<file path="src/rtl/cv32e40p_rf_recovery_ctrl.sv">
// Register-file recovery controller: shadows core RF writes, then drives setback/recover and replays the shadow.
// Optional shadow parity checking is enabled by defining CV32E40P_RF_RECOVERY_PARITY_EN.
module cv32e40p_rf_recovery_ctrl #(
    parameter int NUM_REGS    = 32,
    parameter int ADDR_WIDTH  = 6,
    parameter int DATA_WIDTH  = 32,
    parameter int SETBACK_CYC = 2
) (
    input  logic                  clk_i,
    input  logic                  rst_i,
    input  logic                  recovery_req_i,
    input  logic                  core_we_a_i,
    input  logic [ADDR_WIDTH-1:0] core_waddr_a_i,
    input  logic [DATA_WIDTH-1:0] core_wdata_a_i,
    input  logic                  core_we_b_i,
    input  logic [ADDR_WIDTH-1:0] core_waddr_b_i,
    input  logic [DATA_WIDTH-1:0] core_wdata_b_i,
    output logic                  setback_o,
    output logic                  recover_o,
    output logic                  rf_we_a_o,
    output logic [ADDR_WIDTH-1:0] rf_waddr_a_o,
    output logic [DATA_WIDTH-1:0] rf_wdata_a_o,
    output logic                  rf_we_b_o,
    output logic [ADDR_WIDTH-1:0] rf_waddr_b_o,
    output logic [DATA_WIDTH-1:0] rf_wdata_b_o,
    output logic                  busy_o,
    output logic                  done_o,
    output logic                  err_o
);

    // state   | meaning
    // IDLE    | snooping core RF writes into the shadow, waiting for a request
    // SETBACK | setback and recover asserted, down-counting SETBACK_CYC cycles
    // RESTORE | replaying shadow pairs (2k, 2k+1) into the core RF
    // DONE    | one-cycle completion pulse
    typedef enum logic [1:0] {
        S_IDLE    = 2'd0,
        S_SETBACK = 2'd1,
        S_RESTORE = 2'd2,
        S_DONE    = 2'd3
    } state_t;

    localparam int KW = (NUM_REGS > 2) ? $clog2(NUM_REGS / 2) : 1;
    localparam int CW = (SETBACK_CYC > 1) ? $clog2(SETBACK_CYC) : 1;
    localparam logic [KW-1:0] K_LAST   = KW'(NUM_REGS / 2 - 1);
    localparam logic [CW-1:0] CNT_LOAD = CW'(SETBACK_CYC - 1);

    state_t                r_state;
    state_t                w_state_nxt;
    logic [CW-1:0]         r_cnt;
    logic [KW-1:0]         r_k;
    logic [DATA_WIDTH-1:0] r_shadow [NUM_REGS];
    logic [KW:0]           w_idx_a;
    logic [KW:0]           w_idx_b;
    logic [DATA_WIDTH-1:0] w_rd_a;
    logic [DATA_WIDTH-1:0] w_rd_b;
    logic                  w_accept;

    assign w_idx_a  = {r_k, 1'b0};
    assign w_idx_b  = {r_k, 1'b1};
    assign w_rd_a   = r_shadow[w_idx_a];
    assign w_rd_b   = r_shadow[w_idx_b];
    assign w_accept = (r_state == S_IDLE) && recovery_req_i;

    always_comb begin
        w_state_nxt  = r_state;
        setback_o    = 1'b0;
        recover_o    = 1'b0;
        rf_we_a_o    = 1'b0;
        rf_waddr_a_o = '0;
        rf_wdata_a_o = '0;
        rf_we_b_o    = 1'b0;
        rf_waddr_b_o = '0;
        rf_wdata_b_o = '0;
        busy_o       = 1'b0;
        done_o       = 1'b0;
        case (r_state)
            S_IDLE: begin
                if (recovery_req_i) w_state_nxt = S_SETBACK;
            end
            S_SETBACK: begin
                setback_o = 1'b1;
                recover_o = 1'b1;
                busy_o    = 1'b1;
                if (r_cnt == '0) w_state_nxt = S_RESTORE;
            end
            S_RESTORE: begin
                recover_o    = 1'b1;
                busy_o       = 1'b1;
                // x0 is hardwired in the core, never write it back
                rf_we_a_o    = (r_k != '0);
                rf_waddr_a_o = ADDR_WIDTH'(w_idx_a);
                rf_wdata_a_o = w_rd_a;
                rf_we_b_o    = 1'b1;
                rf_waddr_b_o = ADDR_WIDTH'(w_idx_b);
                rf_wdata_b_o = w_rd_b;
                if (r_k == K_LAST) w_state_nxt = S_DONE;
            end
            S_DONE: begin
                done_o      = 1'b1;
                busy_o      = 1'b1;
                w_state_nxt = S_IDLE;
            end
            default: w_state_nxt = S_IDLE;
        endcase
    end

    always_ff @(posedge clk_i) begin
        if (rst_i) begin
            r_state <= S_IDLE;
            r_cnt   <= '0;
            r_k     <= '0;
        end else begin
            r_state <= w_state_nxt;
            case (r_state)
                S_IDLE: begin
                    r_cnt <= CNT_LOAD;
                    r_k   <= '0;
                end
                S_SETBACK: begin
                    if (r_cnt != '0) r_cnt <= r_cnt - CW'(1);
                end
                S_RESTORE: r_k <= r_k + KW'(1);
                default: ;
            endcase
        end
    end

    // Snooping only in IDLE keeps the restore traffic out of the shadow; B wins on a same-address collision.
    always_ff @(posedge clk_i) begin
        if (rst_i) begin
            for (int i = 0; i < NUM_REGS; i++) r_shadow[i] <= '0;
        end else if (r_state == S_IDLE) begin
            for (int i = 1; i < NUM_REGS; i++) begin
                if (core_we_b_i && (core_waddr_b_i == ADDR_WIDTH'(i)))
                    r_shadow[i] <= core_wdata_b_i;
                else if (core_we_a_i && (core_waddr_a_i == ADDR_WIDTH'(i)))
                    r_shadow[i] <= core_wdata_a_i;
            end
        end
    end

`ifdef CV32E40P_RF_RECOVERY_PARITY_EN
    logic r_par [NUM_REGS];
    logic r_err;
    logic w_perr;

    assign w_perr = (r_state == S_RESTORE) &&
                    (((^w_rd_a) ^ r_par[w_idx_a]) || ((^w_rd_b) ^ r_par[w_idx_b]));

    always_ff @(posedge clk_i) begin
        if (rst_i) begin
            for (int i = 0; i < NUM_REGS; i++) r_par[i] <= 1'b0;
        end else if (r_state == S_IDLE) begin
            for (int i = 1; i < NUM_REGS; i++) begin
                if (core_we_b_i && (core_waddr_b_i == ADDR_WIDTH'(i)))
                    r_par[i] <= ^core_wdata_b_i;
                else if (core_we_a_i && (core_waddr_a_i == ADDR_WIDTH'(i)))
                    r_par[i] <= ^core_wdata_a_i;
            end
        end
    end

    always_ff @(posedge clk_i) begin
        if (rst_i)         r_err <= 1'b0;
        else if (w_accept) r_err <= 1'b0;
        else if (w_perr)   r_err <= 1'b1;
    end

    // The live term lets the error show on the very restore cycle that reads the bad entry.
    assign err_o = r_err || w_perr;
`else
    logic w_unused;
    assign w_unused = w_accept;
    assign err_o    = 1'b0;
`endif

endmodule

</file>
<file path="config.mk">
export PLATFORM = sky130hd
export DESIGN_NAME = cv32e40p_rf_recovery_ctrl
export DESIGN_NICKNAME = d
export VERILOG_FILES = /design/src/rtl/cv32e40p_rf_recovery_ctrl.sv
export SDC_FILE = /design/constraint.sdc
export NUM_CORES = 2
export LEC_CHECK = 0
export CAP_MARGIN = 30
export CORE_MARGIN = 10
export CORE_UTILIZATION = 32
export CTS_CLUSTER_SIZE = 8
export DETAILED_ROUTE_END_ITERATION = 16
export DONT_BUFFER_PORTS = 1
export GPL_TIMING_DRIVEN = 0
export HOLD_SLACK_MARGIN = 0.02
export PLACE_DENSITY = 0.58
export SETUP_SLACK_MARGIN = 0.02
export SLEW_MARGIN = 40
export SYNTH_ARGS = -nofsm -noshare
export SYNTH_HDL_FRONTEND = slang
export SYNTH_SLANG_ARGS = --single-unit
</file>
<file path="constraint.sdc">
create_clock -name clk_i -period 5.6 [get_ports clk_i]
set_clock_uncertainty 0.2 [all_clocks]
set_input_delay 1.12 -clock clk_i [delete_from_list [all_inputs] [get_ports clk_i]]
set_output_delay 1.12 -clock clk_i [all_outputs]
set_load 0.01 [all_outputs]
</file>
==> results.yml <==
sta:
  max_slew_margin: 0.341
  finalHoldViolCount: 0
  tns_ns: 0
  tightest_slew_ns: 0.989
  finalSetupViolCount: 0
  slew_viol_final: 0
  period_share: 0.992
  period_minus_slack_ns: 5.55
  rsz0062_at_grt: "no"
  clock.fmax_mhz: 180
die:
  start_util: 0.321
  pin_count: 164
  fp.dieH_um: 416
  core_area_um2: 156000
  die_area_um2: 173000
  rows: 145
  die_width_um: 416
detailed_routing:
  drt_iter0_drc: 6671
  route.vias.total: 38000
  dr.pass1.iters: 9
  wl_per_cell_um: 40.4
  drc_errors: 0
  wirelength_mm: 231
  viasPerCell: 6.64
  postRouteAntennaNets: 0
placed_design:
  routabilityCongestion: 0.966
  dp_hpwl_mm: 166
  port_buffers: 0
cts:
  cts_root_buf: "clkbuf_16"
  clk_pin_slew_ns: 0.05
  ctsLongestPathBuffers: 3
  cts_sinks: 1003
  h-tree-depth: 4
  cts_tree: "yes"
  cts_setup_buffers: 0
  cts_buffers: 143
  insertion_delay_ns: 0.79
yosys:
  synth-seq-cells: 1003
  ys_types: 63
  synth_warnings: 0
  synthesis.area_um2: 50100
  synth_ff_type: "edfxtp_1"
  syn_inst: 3384
  avgSynthCellArea_um2: 14.8
  synth_edf_count: 992
  ys_seq_area_frac: 0.599
  synth-async-reset-ratio: 0
min_path:
  whs_endpoint: "r_shadow[29][28]"
  hold_depth: 1
  hold_start: "core_wdata_a_i[28]"
  hp-class: "input pin to flip-flop"
grt:
  grt_pass1_vias: 36900
  grt_max_degree: 25
  grt.total_usage: 0.256
  grt_pass1_wl_mm: 309
  grt_remaining_overflow: 0
  antenna_found_initial: 20
setup_path:
  critical_path_peak_fanout: 10
  worstPathCellList: "buf_2 > buf_2 > buf_2 > nor2_1 > nand2_1 > a32oi_1 > o211ai_1"
  regToRegSetupSlack_ns: 1.44
  cp.arrival_ns: 4.23
  criticalPathCategory: "flip-flop to primary output"
  reg2reg_to: "r_shadow[21][20]"
  required_ns: 4.28
  crit_slowest_cell: "buf_2"
  start_kind: "flip-flop"
  crit_path_frequent_cell: "buf_2"
  r2r_cells: 13
  r2r-start: "r_state[0]"
  max_stage_delay_ns: 0.70
  end_kind: "primary output"
finish:
  final_nets: 3714
  drive_gt1_frac: 0.210
  seq_area_um2: 30000
  multi_input_area_um2: 18200
  syn_to_final_growth_pct: 16.5
  fillers: 14500
power:
  p_leak_uw: 0.0204
  power.total_uw: 19500
  max-vdd-ir-drop_mv: 0.241
  power_density_nw_per_um2: 335
outcome:
  status: "completed"
flow_run:
  maxCapViolCount: 0
## Yosys cell counts (7+ instances only)
cell type,number,area share
a22o_1,998,0.17
a22oi_1,38,0.0057
and3_1,10,0.0012
buf_1,51,0.0038
buf_2,152,0.015
buf_4,12,0.0018
clkbuf_1,309,0.023
dfxtp_1,11,0.0044
edfxtp_1,992,0.59
ha_1,7,0.0017
inv_1,8,0.00060
mux2_2,31,0.0070
mux2i_1,161,0.032
mux4_2,183,0.082
nand2_1,50,0.0037
nand2b_1,11,0.0014
nor2_1,72,0.0054
nor2b_1,41,0.0051
nor3_1,20,0.0020
o211a_1,7,0.0014
o211ai_1,9,0.0013
o21ai_0,11,0.0011
o21ai_1,9,0.00090
o22ai_1,53,0.0066
o311a_1,31,0.0062
or3_1,19,0.0024
## worst max-delay path, delay by kind of cell, from the launching register on
family | cells | cell delay, ns
buf+inv | 3 | 1.52
simple gates | 2 | 0.61
flops | 1 | 0.45
compound gates | 2 | 0.80
## cell families after synthesis
group                    after synthesis  share of synthesized area
other                                  1                  0.0000748
buffers and inverters                532                     0.0446
AO/OA/AOI/OAI                       1196                      0.204
adder cells (fa/ha/maj)                7                    0.00175
multiplexers                         375                      0.121
flip-flops                          1003                      0.599
AND/OR/NAND/NOR                      270                     0.0289
## flip-flops by register name, indices dropped and copies added (netlist names), named ones only
| signal | count |
|---|---|
| r_cnt | 1 |
| r_k | 4 |
| r_shadow | 992 |
| r_state | 2 |
## placed cells by master (no fill, tap or decap), drive strengths merged, types with 4 or more instances in the layout
master | Yosys | layout
or3 | 19 | 19
nand2b | 11 | 11
nand3 | 6 | 6
o311a | 31 | 31
a32oi | 4 | 4
nor2 | 72 | 72
nand3b | 4 | 4
nor3b | 5 | 5
mux2 | 31 | 31
edfxtp | 992 | 992
clkinv | 0 | 6
inv | 8 | 16
and2 | 5 | 5
or2 | 5 | 5
mux2i | 161 | 161
o211ai | 9 | 9
o21ai | 20 | 20
clkbuf | 309 | 475
and3 | 10 | 10
buf | 215 | 307
nor2b | 41 | 41
mux4 | 183 | 183
o22ai | 53 | 53
diode | 0 | 13
a22oi | 38 | 38
nor3 | 21 | 21
nand2 | 50 | 50
a221o | 6 | 6
conb | 1 | 4
nand4 | 5 | 5
o311ai | 7 | 7
dfxtp | 11 | 11
ha | 7 | 7
a22o | 998 | 998
o211a | 7 | 7
a21oi | 8 | 8
## routing by layer
layer	share of wire	track usage	vias to the layer above
li1	-	-	14500
met4	0.072	0.158	16
met2	0.44	0.391	3263
met1	0.35	0.309	19500
met5	0.00047	0.00111	-
met3	0.13	0.0877	733
## worst max-delay path by stage
| stage | cells past startpoint | slack (ns) | endpoint | startpoint |
|---|---|---|---|---|
| after global placement | 3 | -3.37 | r_shadow[31][14] | core_waddr_b_i[5] |
| after detailed placement | 10 | 0.64 | r_shadow[21][20] | core_waddr_b_i[5] |
| final | 7 | 0.05 | rf_wdata_b_o[1] | flip-flop |
| after global routing | 6 | 0.06 | rf_wdata_b_o[19] | r_state[0] |
| after floorplan | 4 | 0.86 | r_shadow[18][0] | core_waddr_b_i[3] |
| after CTS | 8 | 0.03 | rf_wdata_b_o[16] | flip-flop |
## where the power goes
part / internal, µW / switching [µW] / total (µW)
registers: 8690 / 116 / 8800
logic: 873 / 1830 / 2710
clock network: 4620 / 3410 / 8030
## stage by stage
step | worst slack [ns] | area, µm² | hold slack [ns] | instances | utilization
floorplan | 0.863 | 50100 | 0.281 | 3387 | -
global placement | -3.37 | 52700 | 0.310 | 5445 | 0.338
detailed placement | 0.644 | 54400 | 0.319 | 5537 | 0.349
CTS | 0.0330 | 58300 | 0.295 | 5715 | 0.374
global route | 0.0606 | 58400 | 0.312 | 5729 | 0.375
finish | 0.0453 | 58400 | 0.326 | 5730 | 0.375
## layout make-up
type,instances,area share
clock buffer,164,0.0630
multi-input combinational,1852,0.312
sequential,1003,0.514
buffer,524,0.0393
timing repair buffer,94,0.0220
tap,2058,0.0441
clock inverter,14,0.00437
inverter,8,0.000514
antenna,13,0.000557
## repair_timing
item | 4_1_cts | 5_1_grt
setup endpoints to repair | 0 | 2
hold buffers | 0 | 0
resized for setup | 0 | 2
endpoints found under the hold margin | 0 | 0
(Power assumes the default switching activity.)
